### src/rtl/vec_cmd_sequencer_if.sv
// rtl/vec_cmd_sequencer_if.sv - host command, datapath and read-result bundle for vec_cmd_sequencer
//
// Purpose: groups every handshake/bus signal of vec_cmd_sequencer so the
// sequencer and its environment connect through one port.
//
// Signal summary (directions as seen by the sequencer, modport slave):
//   cmd_*      host command port (valid/ready, opcode, addresses, scalar, data)
//   vu_*       issued command fields and handshakes to/from the datapath
//   res_*      read-result port (valid/yumi, data)
//   err_o      one-cycle pulse per dropped illegal opcode
//   busy_o     command queue non-empty or sequencer not idle
//   perf_*     activity counters, present only with VEC_SEQ_PERF_EN defined
//
// The master modport is the environment view (host + datapath + result sink).

interface vec_cmd_sequencer_if #(
  parameter int els_p  = 10,
  parameter int vlen_p = 4,
  parameter int vdw_p  = 4
) ();
  localparam int aw = (els_p > 1) ? $clog2(els_p) : 1;
  localparam int dw = vlen_p * vdw_p;

  logic              cmd_v_i;
  logic              cmd_ready_o;
  logic [3:0]        cmd_op_i;
  logic [aw-1:0]     cmd_addrA_i;
  logic [aw-1:0]     cmd_addrB_i;
  logic [aw-1:0]     cmd_addrD_i;
  logic [vdw_p-1:0]  cmd_scalar_i;
  logic [dw-1:0]     cmd_data_i;

  logic [3:0]        vu_op_o;
  logic [aw-1:0]     vu_addrA_o;
  logic [aw-1:0]     vu_addrB_o;
  logic [aw-1:0]     vu_addrD_o;
  logic [vdw_p-1:0]  vu_scalar_o;
  logic [dw-1:0]     vu_w_data_o;
  logic              vu_v_o;
  logic              vu_ready_i;
  logic              vu_done_i;
  logic [dw-1:0]     vu_r_data_i;
  logic              vu_rv_i;
  logic              vu_yumi_o;

  logic              res_v_o;
  logic [dw-1:0]     res_data_o;
  logic              res_yumi_i;

  logic              err_o;
  logic              busy_o;

`ifdef VEC_SEQ_PERF_EN
  logic [31:0]       perf_busy_cycles_o;
  logic [15:0]       perf_cmds_done_o;
  logic [7:0]        perf_err_cnt_o;
`endif

  modport slave (
`ifdef VEC_SEQ_PERF_EN
    output perf_busy_cycles_o, perf_cmds_done_o, perf_err_cnt_o,
`endif
    input  cmd_v_i, cmd_op_i, cmd_addrA_i, cmd_addrB_i, cmd_addrD_i,
    input  cmd_scalar_i, cmd_data_i,
    output cmd_ready_o,
    output vu_op_o, vu_addrA_o, vu_addrB_o, vu_addrD_o, vu_scalar_o, vu_w_data_o,
    output vu_v_o, vu_yumi_o,
    input  vu_ready_i, vu_done_i, vu_r_data_i, vu_rv_i,
    output res_v_o, res_data_o,
    input  res_yumi_i,
    output err_o, busy_o
  );

  modport master (
`ifdef VEC_SEQ_PERF_EN
    input  perf_busy_cycles_o, perf_cmds_done_o, perf_err_cnt_o,
`endif
    output cmd_v_i, cmd_op_i, cmd_addrA_i, cmd_addrB_i, cmd_addrD_i,
    output cmd_scalar_i, cmd_data_i,
    input  cmd_ready_o,
    input  vu_op_o, vu_addrA_o, vu_addrB_o, vu_addrD_o, vu_scalar_o, vu_w_data_o,
    input  vu_v_o, vu_yumi_o,
    output vu_ready_i, vu_done_i, vu_r_data_i, vu_rv_i,
    input  res_v_o, res_data_o,
    output res_yumi_i,
    input  err_o, busy_o
  );
endinterface

### src/rtl/vec_cmd_sequencer.sv
// rtl/vec_cmd_sequencer.sv - in-order vector command sequencer with illegal-opcode filter
//
// Purpose: queues host vector commands in a small FIFO, drops undecodable
// opcodes (err_o pulse), issues legal ones one at a time to the datapath,
// captures read data and presents it on the result port until accepted.
//
// Ports:
//   clk_i    single clock
//   reset_i  synchronous active-high reset (shared with the datapath)
//   bus      vec_cmd_sequencer_if.slave: cmd_*, vu_*, res_*, err_o, busy_o
//            (plus perf_* counters when VEC_SEQ_PERF_EN is defined)
//
// Optional feature macro: VEC_SEQ_PERF_EN (busy-cycle, completed-command and
// dropped-opcode counters).

module vec_cmd_sequencer #(
  parameter int els_p      = 10,
  parameter int vlen_p     = 4,
  parameter int vdw_p      = 4,
  parameter int fifo_els_p = 4
) (
  input  logic               clk_i,
  input  logic               reset_i,
  vec_cmd_sequencer_if.slave bus
);
  localparam int aw = (els_p > 1) ? $clog2(els_p) : 1;
  localparam int dw = vlen_p * vdw_p;
  localparam int pw = $clog2(fifo_els_p);
  localparam int cw = pw + 1;

  localparam logic [3:0] OP_READ = 4'b1000;

  typedef struct packed {
    logic [3:0]       op;
    logic [aw-1:0]    addr_a;
    logic [aw-1:0]    addr_b;
    logic [aw-1:0]    addr_d;
    logic [vdw_p-1:0] scalar;
    logic [dw-1:0]    data;
  } cmd_t;

  typedef enum logic [1:0] {IDLE, ISSUE, WAIT, RESP} state_t;

  state_t        state_q, state_n;
  cmd_t          mem [fifo_els_p];
  cmd_t          cmd_in, head, issue_q;
  logic [pw-1:0] wr_ptr_q, rd_ptr_q;
  logic [cw-1:0] count_q;
  logic [dw-1:0] res_q;
  logic          captured_q;

  logic full, empty, push, pop, load_issue, head_legal, issue_is_read;
  logic vu_v, vu_yumi, res_v, err, busy;

  function automatic logic op_legal(input logic [3:0] op);
    case (op)
      4'b0000, 4'b0001, 4'b0010,
      4'b0100, 4'b0101, 4'b0110,
      4'b1000, 4'b1001, 4'b1111: op_legal = 1'b1;
      default:                   op_legal = 1'b0;
    endcase
  endfunction

  assign cmd_in = '{op:     bus.cmd_op_i,
                    addr_a: bus.cmd_addrA_i,
                    addr_b: bus.cmd_addrB_i,
                    addr_d: bus.cmd_addrD_i,
                    scalar: bus.cmd_scalar_i,
                    data:   bus.cmd_data_i};

  // Count register separates full from empty since the pointers alias on wrap.
  assign full          = (count_q == cw'(fifo_els_p));
  assign empty         = (count_q == '0);
  assign push          = bus.cmd_v_i & ~full;
  assign head          = mem[rd_ptr_q];
  assign head_legal    = op_legal(head.op);
  assign issue_is_read = (issue_q.op == OP_READ);
  assign busy          = ~empty | (state_q != IDLE);

  always_comb begin
    state_n    = state_q;
    pop        = 1'b0;
    load_issue = 1'b0;
    err        = 1'b0;
    vu_v       = 1'b0;
    vu_yumi    = 1'b0;
    res_v      = 1'b0;
    case (state_q)
      IDLE: begin
        if (!empty) begin
          pop = 1'b1;
          if (head_legal) begin
            load_issue = 1'b1;
            state_n    = ISSUE;
          end else begin
            err = 1'b1;
          end
        end
      end
      ISSUE: begin
        vu_v = 1'b1;
        if (bus.vu_ready_i) state_n = WAIT;
      end
      WAIT: begin
        vu_yumi = issue_is_read;
        if (bus.vu_done_i) state_n = issue_is_read ? RESP : IDLE;
      end
      RESP: begin
        res_v = 1'b1;
        if (bus.res_yumi_i) state_n = IDLE;
      end
      default: state_n = IDLE;
    endcase
  end

  // Queue storage carries no reset: the count register alone defines validity.
  always_ff @(posedge clk_i) begin
    if (push) mem[wr_ptr_q] <= cmd_in;
  end

  always_ff @(posedge clk_i) begin
    if (reset_i) begin
      state_q    <= IDLE;
      wr_ptr_q   <= '0;
      rd_ptr_q   <= '0;
      count_q    <= '0;
      issue_q    <= '0;
      res_q      <= '0;
      captured_q <= 1'b0;
    end else begin
      state_q <= state_n;
      if (push) wr_ptr_q <= wr_ptr_q + pw'(1);
      if (pop)  rd_ptr_q <= rd_ptr_q + pw'(1);
      case ({push, pop})
        2'b10:   count_q <= count_q + cw'(1);
        2'b01:   count_q <= count_q - cw'(1);
        default: count_q <= count_q;
      endcase
      if (load_issue) begin
        issue_q    <= head;
        captured_q <= 1'b0;
      end
      // Data is taken on the rv/yumi beat; if done shows up with no beat
      // seen, the data bus is sampled alongside done instead.
      if (state_q == WAIT && issue_is_read) begin
        if (bus.vu_rv_i) begin
          res_q      <= bus.vu_r_data_i;
          captured_q <= 1'b1;
        end else if (bus.vu_done_i && !captured_q) begin
          res_q <= bus.vu_r_data_i;
        end
      end
    end
  end

  assign bus.cmd_ready_o = ~full;
  assign bus.vu_op_o     = issue_q.op;
  assign bus.vu_addrA_o  = issue_q.addr_a;
  assign bus.vu_addrB_o  = issue_q.addr_b;
  assign bus.vu_addrD_o  = issue_q.addr_d;
  assign bus.vu_scalar_o = issue_q.scalar;
  assign bus.vu_w_data_o = issue_q.data;
  assign bus.vu_v_o      = vu_v;
  assign bus.vu_yumi_o   = vu_yumi;
  assign bus.res_v_o     = res_v;
  assign bus.res_data_o  = res_q;
  assign bus.err_o       = err;
  assign bus.busy_o      = busy;

`ifdef VEC_SEQ_PERF_EN
  logic [31:0] perf_busy_q;
  logic [15:0] perf_done_q;
  logic [7:0]  perf_err_q;

  always_ff @(posedge clk_i) begin
    if (reset_i) begin
      perf_busy_q <= '0;
      perf_done_q <= '0;
      perf_err_q  <= '0;
    end else begin
      if (busy && perf_busy_q != '1) perf_busy_q <= perf_busy_q + 32'd1;
      if (state_q == WAIT && bus.vu_done_i) perf_done_q <= perf_done_q + 16'd1;
      if (err && perf_err_q != '1) perf_err_q <= perf_err_q + 8'd1;
    end
  end

  assign bus.perf_busy_cycles_o = perf_busy_q;
  assign bus.perf_cmds_done_o   = perf_done_q;
  assign bus.perf_err_cnt_o     = perf_err_q;
`else
  // Counters absent in this build.
`endif

endmodule

### src/flat_wrapper.sv
// flat-port wrapper written by rule: the top's interface ports become plain ports
module vec_cmd_sequencer_flat 
#(
  parameter int els_p      = 10,
  parameter int vlen_p     = 4,
  parameter int vdw_p      = 4,
  parameter int fifo_els_p = 4
)
  (clk_i, reset_i, bus_cmd_v_i, bus_cmd_op_i, bus_cmd_addrA_i, bus_cmd_addrB_i, bus_cmd_addrD_i, bus_cmd_scalar_i, bus_cmd_data_i, bus_cmd_ready_o, bus_vu_op_o, bus_vu_addrA_o, bus_vu_addrB_o, bus_vu_addrD_o, bus_vu_scalar_o, bus_vu_w_data_o, bus_vu_v_o, bus_vu_yumi_o, bus_vu_ready_i, bus_vu_done_i, bus_vu_r_data_i, bus_vu_rv_i, bus_res_v_o, bus_res_data_o, bus_res_yumi_i, bus_err_o, bus_busy_o);
  vec_cmd_sequencer_if #(.els_p(els_p), .vlen_p(vlen_p), .vdw_p(vdw_p)) bus_i ();
  input  logic clk_i;
  input  logic reset_i;
  input wire logic [$bits(bus_i.cmd_v_i)-1:0] bus_cmd_v_i;
  input wire logic [$bits(bus_i.cmd_op_i)-1:0] bus_cmd_op_i;
  input wire logic [$bits(bus_i.cmd_addrA_i)-1:0] bus_cmd_addrA_i;
  input wire logic [$bits(bus_i.cmd_addrB_i)-1:0] bus_cmd_addrB_i;
  input wire logic [$bits(bus_i.cmd_addrD_i)-1:0] bus_cmd_addrD_i;
  input wire logic [$bits(bus_i.cmd_scalar_i)-1:0] bus_cmd_scalar_i;
  input wire logic [$bits(bus_i.cmd_data_i)-1:0] bus_cmd_data_i;
  output wire logic [$bits(bus_i.cmd_ready_o)-1:0] bus_cmd_ready_o;
  output wire logic [$bits(bus_i.vu_op_o)-1:0] bus_vu_op_o;
  output wire logic [$bits(bus_i.vu_addrA_o)-1:0] bus_vu_addrA_o;
  output wire logic [$bits(bus_i.vu_addrB_o)-1:0] bus_vu_addrB_o;
  output wire logic [$bits(bus_i.vu_addrD_o)-1:0] bus_vu_addrD_o;
  output wire logic [$bits(bus_i.vu_scalar_o)-1:0] bus_vu_scalar_o;
  output wire logic [$bits(bus_i.vu_w_data_o)-1:0] bus_vu_w_data_o;
  output wire logic [$bits(bus_i.vu_v_o)-1:0] bus_vu_v_o;
  output wire logic [$bits(bus_i.vu_yumi_o)-1:0] bus_vu_yumi_o;
  input wire logic [$bits(bus_i.vu_ready_i)-1:0] bus_vu_ready_i;
  input wire logic [$bits(bus_i.vu_done_i)-1:0] bus_vu_done_i;
  input wire logic [$bits(bus_i.vu_r_data_i)-1:0] bus_vu_r_data_i;
  input wire logic [$bits(bus_i.vu_rv_i)-1:0] bus_vu_rv_i;
  output wire logic [$bits(bus_i.res_v_o)-1:0] bus_res_v_o;
  output wire logic [$bits(bus_i.res_data_o)-1:0] bus_res_data_o;
  input wire logic [$bits(bus_i.res_yumi_i)-1:0] bus_res_yumi_i;
  output wire logic [$bits(bus_i.err_o)-1:0] bus_err_o;
  output wire logic [$bits(bus_i.busy_o)-1:0] bus_busy_o;
  assign bus_i.cmd_v_i = bus_cmd_v_i;
  assign bus_i.cmd_op_i = bus_cmd_op_i;
  assign bus_i.cmd_addrA_i = bus_cmd_addrA_i;
  assign bus_i.cmd_addrB_i = bus_cmd_addrB_i;
  assign bus_i.cmd_addrD_i = bus_cmd_addrD_i;
  assign bus_i.cmd_scalar_i = bus_cmd_scalar_i;
  assign bus_i.cmd_data_i = bus_cmd_data_i;
  assign bus_cmd_ready_o = bus_i.cmd_ready_o;
  assign bus_vu_op_o = bus_i.vu_op_o;
  assign bus_vu_addrA_o = bus_i.vu_addrA_o;
  assign bus_vu_addrB_o = bus_i.vu_addrB_o;
  assign bus_vu_addrD_o = bus_i.vu_addrD_o;
  assign bus_vu_scalar_o = bus_i.vu_scalar_o;
  assign bus_vu_w_data_o = bus_i.vu_w_data_o;
  assign bus_vu_v_o = bus_i.vu_v_o;
  assign bus_vu_yumi_o = bus_i.vu_yumi_o;
  assign bus_i.vu_ready_i = bus_vu_ready_i;
  assign bus_i.vu_done_i = bus_vu_done_i;
  assign bus_i.vu_r_data_i = bus_vu_r_data_i;
  assign bus_i.vu_rv_i = bus_vu_rv_i;
  assign bus_res_v_o = bus_i.res_v_o;
  assign bus_res_data_o = bus_i.res_data_o;
  assign bus_i.res_yumi_i = bus_res_yumi_i;
  assign bus_err_o = bus_i.err_o;
  assign bus_busy_o = bus_i.busy_o;
  vec_cmd_sequencer #(.els_p(els_p), .vlen_p(vlen_p), .vdw_p(vdw_p), .fifo_els_p(fifo_els_p)) u_core (.clk_i(clk_i), .reset_i(reset_i), .bus(bus_i));
endmodule
### config.mk
export PLATFORM = sky130hd
export DESIGN_NAME = vec_cmd_sequencer_flat
export DESIGN_NICKNAME = d
export VERILOG_FILES = /design/src/rtl/vec_cmd_sequencer_if.sv /design/src/rtl/vec_cmd_sequencer.sv /design/src/flat_wrapper.sv
export SDC_FILE = /design/constraint.sdc
export NUM_CORES = 1
export LEC_CHECK = 0
export CELL_PAD_IN_SITES_DETAIL_PLACEMENT = 2
export CELL_PAD_IN_SITES_GLOBAL_PLACEMENT = 2
export CORE_MARGIN = 1.5
export CORE_UTILIZATION = 42
export CTS_BUF_LIST = sky130_fd_sc_hd__clkbuf_8 sky130_fd_sc_hd__clkbuf_16
export DETAILED_ROUTE_END_ITERATION = 10
export PLACE_DENSITY_LB_ADDON = 0.25
export SYNTH_ARGS = -nofsm -noshare
export SYNTH_HDL_FRONTEND = slang
export SYNTH_SLANG_ARGS = --single-unit
### constraint.sdc
create_clock -name clk_i -period 7.4 [get_ports clk_i]
set_clock_uncertainty 0.1 [all_clocks]
set_input_delay 1.48 -clock clk_i [delete_from_list [all_inputs] [get_ports clk_i]]
set_output_delay 1.48 -clock clk_i [all_outputs]
set_load 0.05 [all_outputs]
---- After elaboration in Yosys (flattened, before gate mapping) ----
Memories as Yosys holds them, arrays and structs flattened. A register that Yosys moved wholly into a read port is not among the register bits.
Cells that the tools add are included.
operators by class
  multiplexer cells ....................... 28
  equality and inequality tests ........... 12
  add/subtract/negate cells ............... 4
  reduce and logical (&&, ||, !) cells .... 10
  bitwise operators ....................... 4
operators by type and width
  kind                   count
  $mux W16               2
  $mux W1                16
  $mux W2                8
  $ne A2 B2 Y1 const B   4
  $pmux W2 S4            1
  $eq A2 B2 Y1 const B   3
  $pmux W3 S2            1
  $reduce_bool A2 Y1     3
  $reduce_and A5 Y1      1
  $add A2 B1 Y2 const B  2
  $eq A2 B1 Y1 const B   2
  $eq A4 B4 Y1 const B   1
  $add A3 B1 Y3 const B  1
  $eq A3 B3 Y1 const B   1
  $logic_not A3 Y1       1
  $sub A3 B1 Y3 const B  1
  $logic_and A1 B1 Y1    2
  $logic_not A2 Y1       1
  $ne A2 B1 Y1 const B   1
  $not A1 Y1             2
  $reduce_and A2 Y1      1
  $and A1 B1 Y1          1
  $logic_not A1 Y1       1
  $or A1 B1 Y1           1
word-level totals
  bits in read-only memories .............. 16
  memories ................................ 2
  bits in writable memories ............... 144
  logic and storage cells ................. 72
  register bits ........................... 62
memory list
  memory           words  bits a word  read ports  clocked after memory_dff  write ports  line                     text
  u_core.mem       4      36           1           1                         1            vec_cmd_sequencer.sv:45  cmd_t mem [fifo_els_p];
  (no name shown)  16     1            1           0                         0            vec_cmd_sequencer.sv:56  case (op)

---- Logic depth before layout (Yosys ltp) ----
Gate-level depths: netlist (run 1).
An unclocked memory read counts as a cell.
  depth after elaboration ................. 7
  gate-level depth with buffers ........... 9
  depth with buffers taken out ............ 9

---- Worst setup path after synthesis (run 1) ----
OpenSTA, ideal clock, no wires.
  path kind ............................... flip-flop to output port
  start point ............................. reg with a tool-made name
  end point ............................... out bus_err_o
  cell stages (with the launch flop) ...... 6
  data arrival time ....................... 1834 ps
  slack ................................... 3986 ps
  path buffers ............................ 1
  path through ............................ dfxtp_1 buf_6 mux4_2 and4_4 nor3_1 and2_1
RTL lines
  what              line                text
  end: declaration  flat_wrapper.sv:36  output wire logic [$bits(bus_i.err_o)-1:0] bus_err_o;

==> results of run 1 <==
cell usage in the layout (no fill, tap or decap), types with 2 or more instances in the layout:
cell             instances
edfxtp_1               144
clkdlybuf4s50_1        116
nand2_1                 76
dfxtp_1                 62
mux2i_1                 54
mux4_2                  37
nor2_1                  26
clkbuf_16               23
inv_1                   14
ha_1                     5
and3_2                   4
a21oi_1                  4
clkinv_2                 4
nor3_1                   3
and2_1                   3
nor2b_1                  3
xor2_1                   3
clkinv_1                 3
buf_4                    3
and3_1                   2
or3_1                    2
nand3_1                  2
xnor2_1                  2
o21ai_0                  2
bufinv_16                2
worst reg2reg max path, stage by stage, from the launching register on:
cell and delay, ns:
dfxtp_1 0.43, nor3_1 0.82, ha_1 0.36, inv_1 0.10
fa_1 0.46, xor2_1 0.17, or3_1 0.31, a21oi_1 0.14
through the flow:
step	hold WS (ns)	std cells	setup slack (ns)
floorplan	0.369	478	3.99
detailed placement	0.360	800	2.71
global route	0.385	842	2.03
CTS	0.372	842	2.16
global placement	0.345	800	2.72
finish	0.363	842	2.22
cells by family (layout without fill, tap and decap cells):
| kind of cell | count (synthesis) | after routing | synth area share |
|---|---|---|---|
| buf+inv | 33 | 168 | 0.0244 |
| xor+xnor | 5 | 5 | 0.00555 |
| compound gates | 11 | 11 | 0.00967 |
| mux | 91 | 91 | 0.174 |
| fa+ha+maj | 6 | 6 | 0.0105 |
| flops | 208 | 208 | 0.710 |
| simple gates | 124 | 124 | 0.0661 |
state kept, by name, summed over array words and instances (netlist names), named ones only:
signal                  flops
u_core.state_q              2
u_core.rd_ptr_q             2
u_core.bus.vu_scalar_o      4
u_core.bus.vu_addrB_o       4
u_core.bus.vu_w_data_o     16
u_core.count_q              3
u_core.bus.res_data_o      16
u_core.bus.vu_addrA_o       4
u_core.wr_ptr_q             2
u_core.captured_q           1
u_core.mem                144
u_core.bus.vu_op_o          4
u_core.bus.vu_addrD_o       4
where the power goes:
part	switching, mW	leakage [nW]	total, mW	internal [mW]
Clock	0.452	0.386	1.09	0.643
Combinational	0.720	1.43	1.20	0.481
Sequential	0.169	1.84	1.61	1.45
cell type report:
class | count | share of cell area
clock buffers | 24 | 0.0593
clock inverters | 18 | 0.0131
inverters | 7 | 0.00264
multi-input cells | 237 | 0.213
flip-flops and latches | 208 | 0.564
well taps | 229 | 0.0288
repair buffers | 119 | 0.119
final timing paths:
check | from | end | depth (start not counted)
worst max-delay path | register | bus_err_o | 5
worst min-delay path | u_core.bus.vu_w_data_o[1] | u_core.bus.vu_w_data_o[1] | 2
worst max register to register | u_core.state_q[1] | u_core.count_q[2] | 7
worst min register to register | u_core.bus.vu_w_data_o[1] | u_core.bus.vu_w_data_o[1] | 2
per-layer routing:
metal	track usage	vias up	wire, um
met5	0	-	0
met3	0.0373	25	809
met1	0.249	2349	7950
li1	-	2023	-
met4	0.0488	0	368
met2	0.393	117	10800
==> impl_metrics.py, run 1 <==
metrics = {
    "global_routing": {
        "grt_pass1_vias": 5122,
        "antenna_found_initial": 0,
        "globalRouteTotalUtil": 0.209,
        "grt_pass1_wl_um": 30700,
        "grt_max_degree": 45,
        "overflow": 0,
    },
    "drt": {
        "routed_wl_um": 19900,
        "via_per_inst": 5.36,
        "drt-wirelength-per-cell_um": 23.6,
        "drc_errors": 0,
        "dr.first_iter.drc_count": 200,
        "ant_nets": 0,
        "dr.pass1.iters": 4,
        "num_vias": 4514,
    },
    "logic_synthesis": {
        "synthTopCellsByCount": "edfxtp_1, nand2_1, dfxtp_1, mux2i_1, mux4_2",
        "netlist_area_sq_um": 7900,
        "synth-edff-count": 144,
        "yosys_warnings": 0,
        "yosys.area.top_type_share": 0.548,
        "syn_avg_cell_area_sq_um": 16.5,
        "synth.area.top_cells": "edfxtp_1, dfxtp_1, mux4_2",
        "yosysSeqAreaShare": 0.710,
        "synth_seq_cells": 208,
        "synth.distinct_cells": 31,
        "async_flop_share": 0,
        "synth.most_common_cell": "edfxtp_1",
        "synth_top_cell_by_area": "edfxtp_1",
        "syn_inst": 478,
        "yosys_most_used_dff": "edfxtp_1",
        "syn_nets": 543,
    },
    "power": {
        "powerDensity_nw_per_um2": 393,
        "peakVddDrop_mv": 0.234,
        "fin_total_pwr_mw": 3.91,
        "p_leak_nw": 3.66,
    },
    "setup_path": {
        "critPathMaxFanout": 36,
        "critPathKind": "register to primary output",
        "worst-path-buf-inv": 1,
        "crit_chain": "mux4_2 > and4_4 > nor3_1 > and2_1 > clkdlybuf4s50_1",
        "cp-start-kind": "register",
        "cp_slowest_stage_delay_ns": 0.85,
        "cp.required_ns": 5.82,
        "cp_slowest_cell": "dfxtp_4",
        "end_kind": "primary output",
        "reg2reg_setup_slack_ns": 4.44,
        "crit_family": "flip-flops",
        "arrival_ns": 3.60,
    },
    "timing": {
        "rsz0062_at_grt": "no",
        "fin_crit_ns": 5.18,
        "setup_tns_ns": 0,
        "finalHoldViolations": 0,
        "relSlewSlack": 0.223,
        "slew_violations": 0,
        "setup_violations": 0,
        "period_share": 0.700,
        "tightest_slew_ns": 1.17,
        "fmax_ghz": 0.193,
    },
    "clocking": {
        "cts_root_buffer": "clkbuf_16",
        "cts_setup_buffers": 0,
        "ctsHoldBuffers": 0,
        "cts_tree": "yes",
        "path_clk_slew_ns": 0.06,
        "clock_sinks": 208,
        "clkLatencyLatePin_ns": 0.51,
        "clk_path_buf_depth": 3,
        "cts_buffers": 23,
        "h-tree-depth": 1,
        "cts_resized": 0,
    },
    "hold_path": {
        "hold_class": "register to register",
    },
    "placed_design": {
        "dp_hpwl_um": 12000,
        "gp_congestion": 0.717,
        "port_buffers": 116,
        "placedInstanceArea_sq_um": 9230,
    },
    "finish": {
        "fin_area_sq_um": 9940,
        "multi_input_area_sq_um": 2120,
        "diodes": 0,
        "post_route_cells_drive_above_1_share": 0.132,
        "fin_nets": 661,
        "seqCellArea_sq_um": 5610,
        "fillers": 1600,
        "final_util": 0.546,
        "area_growth_pct": 25.9,
    },
    "job": {
        "drv_cap": 0,
    },
    "floorplan": {
        "coreArea_sq_um": 18200,
        "io-pin-count": 117,
        "die_area_sq_um": 19600,
        "initial_core_util": 0.434,
        "std_cell_rows": 49,
        "die_w_um": 140,
        "die_h_um": 140,
    },
    "status": {
        "status": "completed",
    },
}
No activity file was read; power rests on OpenSTA's default activity.
==> run 2, diff against run 1 <==
--- a/config.mk
+++ b/config.mk
@@ -8,7 +8,7 @@
 export CELL_PAD_IN_SITES_DETAIL_PLACEMENT = 2
 export CELL_PAD_IN_SITES_GLOBAL_PLACEMENT = 2
 export CORE_MARGIN = 1.5
-export CORE_UTILIZATION = 42
+export CORE_UTILIZATION = 39
 export CTS_BUF_LIST = sky130_fd_sc_hd__clkbuf_8 sky130_fd_sc_hd__clkbuf_16
 export DETAILED_ROUTE_END_ITERATION = 10
 export PLACE_DENSITY_LB_ADDON = 0.25
==> constraint.sdc (replaced) <==
create_clock -name clk_i -period 5.03 [get_ports clk_i]
set_clock_uncertainty 0.1 [all_clocks]
set_input_delay 1.006 -clock clk_i [delete_from_list [all_inputs] [get_ports clk_i]]
set_output_delay 1.006 -clock clk_i [all_outputs]
set_load 0.05 [all_outputs]
==> impl_metrics.py, run 2 (same netlist as run 1, synthesis figures left out) <==
metrics = {
    "setup_path": {
        "critPathKind": "register to primary output",
        "cp.required_ns": 3.92,
        "arrival_ns": 3.18,
        "cp-start-kind": "register",
        "critPathMaxFanout": 11,
        "end_kind": "primary output",
    },
    "placed_design": {
        "gp_congestion": 0.707,
        "port_buffers": 116,
        "dp_hpwl_um": 11600,
    },
    "timing": {
        "relSlewSlack": 0.185,
        "tightest_slew_ns": 1.22,
        "fin_crit_ns": 4.28,
        "finalHoldViolations": 0,
        "setup_violations": 0,
        "fmax_ghz": 0.233,
        "setup_tns_ns": 0,
        "slew_violations": 0,
        "rsz0062_at_grt": "no",
        "period_share": 0.851,
        "fin_hold_ws_ns": 0.361,
    },
    "drt": {
        "dr.first_iter.drc_count": 201,
        "via_per_inst": 5.01,
        "dr.pass1.iters": 4,
        "drc_errors": 0,
        "drt-wirelength-per-cell_um": 21.8,
        "ant_nets": 0,
        "routed_wl_um": 19300,
        "num_vias": 4428,
    },
    "global_routing": {
        "grt_max_degree": 61,
        "globalRouteTotalUtil": 0.187,
        "grt_pass1_wl_um": 30300,
        "overflow": 0,
        "grt_pass1_vias": 5198,
        "antenna_found_initial": 0,
    },
    "power": {
        "peakVddDrop_mv": 0.300,
        "p_leak_nw": 3.72,
        "powerDensity_nw_per_um2": 580,
        "pwr-share-comb": 0.312,
        "power.switching_mw": 1.97,
        "seq_power_share": 0.391,
        "swShare": 0.336,
        "pwr-share-clk": 0.298,
        "internal-power_mw": 3.89,
    },
    "hold_path": {
        "hold_class": "register to register",
    },
    "floorplan": {
        "initial_core_util": 0.402,
        "die_w_um": 145,
        "die_area_sq_um": 21100,
        "die_h_um": 145,
        "coreArea_sq_um": 19700,
        "std_cell_rows": 51,
        "io-pin-count": 117,
    },
    "clocking": {
        "cts_resized": 0,
        "clk_path_buf_depth": 3,
        "clkLatencyLatePin_ns": 0.52,
        "clock_sinks": 208,
        "cts_tree": "yes",
        "h-tree-depth": 1,
        "cts_buffers": 24,
        "cts_setup_buffers": 0,
        "cts_root_buffer": "clkbuf_16",
        "ctsHoldBuffers": 0,
        "path_clk_slew_ns": 0.06,
    },
    "finish": {
        "final_cell_mix": "edfxtp_1, clkdlybuf4s50_1, nand2_1",
        "final_common_cell": "edfxtp_1",
        "diodes": 0,
        "area_growth_pct": 28.0,
        "post_route_cells_drive_above_1_share": 0.145,
        "fin_nets": 666,
        "top_register": "u_core.mem",
        "largest_reg_flops": 144,
    },
    "status": {
        "status": "completed",
    },
    "job": {
        "drv_cap": 0,
    },
}
run 2: path summary, 6_finish.rpt:
kind,start,end,slack [ns],depth (start not counted)
setup / recovery,register,bus_err_o,0.75,5
hold / removal,u_core.bus.vu_w_data_o[15],u_core.bus.vu_w_data_o[15],0.36,2
setup reg to reg,u_core.count_q[0],u_core.count_q[2],2.34,9
hold reg to reg,u_core.bus.vu_w_data_o[15],u_core.bus.vu_w_data_o[15],0.36,2
run 2: final cells by class:
class | instances | area (sq um)
clock inverter | 18 | 169
tap | 265 | 332
multi-input combinational | 237 | 2120
timing repair buffer | 123 | 1230
sequential | 208 | 5610
clock buffer | 26 | 628
inverter | 7 | 26.3
fill | 1848 | 9550
run 2: power groups by stage:
stage / clock, mW / sequential (mW) / combinational (mW)
2_1_floorplan: 0 / 2.69 / 0.916
3_3_place_gp: 0 / 2.30 / 1.78
3_5_place_dp: 0 / 2.33 / 1.84
4_1_cts: 1.79 / 2.30 / 1.87
5_1_grt: 1.85 / 2.33 / 1.95
6_report: 1.75 / 2.29 / 1.83
run 2: through the flow:
step	setup slack (ns)	util	cell area, sq um	power [mW]	cells
after floorplan	2.09	-	7900	3.60	478
after global placement	1.28	0.474	9310	4.08	840
after detailed placement	1.23	0.474	9310	4.17	840
after CTS	0.679	0.514	10100	5.95	884
after global routing	0.562	0.514	10100	6.12	884
final	0.747	0.514	10100	5.87	884
run 2: critical path, cell delays in order (launching register included):
cell             delay (ns)
dfxtp_2                0.57
mux4_2                 0.61
and4_4                 0.23
nor3_1                 0.24
and2_1                 0.19
clkdlybuf4s50_1        0.81
run 2: layer usage:
metal / track usage / vias to the layer above / wire length, um
li1: - / 2026 / -
met1: 0.222 / 2269 / 7720
met2: 0.345 / 96 / 10400
met3: 0.0305 / 37 / 682
met4: 0.0551 / 0 / 509
met5: 0 / - / 0
==> run 3, diff against run 2 <==
==> constraint.sdc (replaced) <==
create_clock -name clk_i -period 4.5 [get_ports clk_i]
set_clock_uncertainty 0.1 [all_clocks]
set_input_delay 0.9 -clock clk_i [delete_from_list [all_inputs] [get_ports clk_i]]
set_output_delay 0.9 -clock clk_i [all_outputs]
set_load 0.05 [all_outputs]
==> impl_metrics.py, run 3 (same netlist as run 1, synthesis figures left out) <==
metrics = {
    "timing": {
        "fmax_ghz": 0.279,
        "timing.final.ws_setup_ns": 0.920,
        "setup_tns_ns": 0,
        "relSlewSlack": 0.227,
        "finalHoldViolations": 0,
        "slew_violations": 0,
        "fin_hold_ws_ns": 0.363,
        "fin_crit_ns": 3.58,
        "setup_violations": 0,
        "tightest_slew_ns": 1.16,
        "rsz0062_at_grt": "no",
        "period_share": 0.795,
    },
    "setup_path": {
        "cp_slowest_cell": "mux4_2",
        "crit_chain": "mux4_2 > and4_4 > nor3_1 > and2_1 > buf_4",
        "critPathMaxFanout": 9,
        "end_kind": "primary output",
        "arrival_ns": 2.58,
        "cp.required_ns": 3.50,
        "cp-start-kind": "register",
        "cp_slowest_stage_delay_ns": 0.61,
        "r2r_cells": 7,
        "critPathKind": "register to primary output",
        "reg2reg_setup_slack_ns": 1.65,
        "reg2reg_from": "u_core.state_q[1]",
        "worstReg2RegEnd": "u_core.count_q[2]",
    },
    "drt": {
        "drc_errors": 0,
        "met2WireLength_um": 9980,
        "dr.first_iter.drc_count": 160,
        "via_per_inst": 5.04,
        "num_vias": 4442,
        "dr.pass1.iters": 4,
        "ant_nets": 0,
        "drt-wirelength-per-cell_um": 21.2,
        "routed_wl_um": 18700,
        "drt-met1-wl_um": 7620,
        "dr.max_layer_used": "met4",
        "route.met3.wl_um": 809,
    },
    "power": {
        "fin_total_pwr_mw": 6.44,
        "p_leak_nw": 3.68,
        "peakVddDrop_mv": 0.342,
        "powerDensity_nw_per_um2": 641,
    },
    "placed_design": {
        "port_buffers": 116,
        "placedInstanceArea_sq_um": 9290,
        "preCtsSetupSlack_ns": 1.31,
        "dpl.cell_count": 839,
        "dp_hpwl_um": 11900,
        "gp_congestion": 0.730,
    },
    "global_routing": {
        "antenna_found_initial": 0,
        "grt_pass1_wl_um": 29500,
        "globalRouteTotalUtil": 0.180,
        "overflow": 0,
        "grt_pass1_vias": 5105,
        "grt_max_degree": 61,
    },
    "floorplan": {
        "die_area_sq_um": 21100,
        "coreArea_sq_um": 19700,
        "std_cell_rows": 51,
        "die_h_um": 145,
        "io-pin-count": 117,
        "die_w_um": 145,
        "initial_core_util": 0.402,
    },
    "finish": {
        "top_register": "u_core.mem",
        "largest_reg_flops": 144,
        "final_cell_mix": "edfxtp_1, clkdlybuf4s50_1, nand2_1",
        "final_common_cell": "edfxtp_1",
        "post_route_cells_drive_above_1_share": 0.143,
        "diodes": 0,
        "fin_nets": 664,
        "fin_area_sq_um": 10000,
        "final_util": 0.511,
        "layout.cells.non_filler": 881,
        "area_growth_pct": 27.1,
    },
    "clocking": {
        "cts_root_buffer": "clkbuf_16",
        "ctsHoldBuffers": 0,
        "clock_sinks": 208,
        "clk_path_buf_depth": 3,
        "cts_buffers": 23,
        "cts_resized": 0,
        "cts_setup_buffers": 0,
        "path_clk_slew_ns": 0.06,
        "cts_tree": "yes",
        "h-tree-depth": 1,
        "clkLatencyLatePin_ns": 0.50,
    },
    "status": {
        "status": "completed",
    },
    "hold_path": {
        "holdPathStages": 2,
        "worstHoldEndpoint": "u_core.bus.vu_scalar_o[2]",
        "hold_start": "u_core.bus.vu_scalar_o[2]",
        "hold_class": "register to register",
    },
    "job": {
        "drv_cap": 0,
    },
}
==> run 3: cell count changes in the layout (fill, tap and decap cells not counted), sizes merged <==
cell           change
clkbuf             -2
clkdlybuf4s50      -1
clkinv             +3
clkinvlp           -1
inv                -2
==> run 3: critical path: cells and delay by family (launching register included) <==
kind / cells / cell delay, ns
flip-flops: 1 / 0.55
buffers and inverters: 1 / 0.21
multiplexers: 1 / 0.61
AND/OR/NAND/NOR: 3 / 0.71
==> run 3: how the worst max path moves through the flow <==
stage,to,slack (ns),cells past startpoint
6_report,bus_err_o,0.92,5
5_1_grt,bus_err_o,0.81,5
4_1_cts,bus_err_o,0.86,5
3_5_place_dp,u_core.count_q[2],1.31,9
3_3_place_gp,u_core.count_q[2],1.45,9
2_1_floorplan,bus_err_o,1.67,5
==> run 3: power by group <==
group / internal (mW) / switching (mW)
clock network: 1.12 / 0.730
logic: 0.790 / 1.24
registers: 2.38 / 0.185
total: 4.28 / 2.15
==> run 3: per-layer routing <==
layer,global-route usage,vias up
met5,0,-
met2,0.329,93
met1,0.220,2307
li1,-,2019
met4,0.0429,0
met3,0.0336,23
==> run 3: layout make-up <==
class                   instances  area, sq um
flip-flops and latches        208         5610
multi-input cells             237         2120
inverters                       7         26.3
fillers                      1841         9620
well taps                     265          332
clock inverters                18          159
repair buffers                122         1200
clock buffers                  24          589
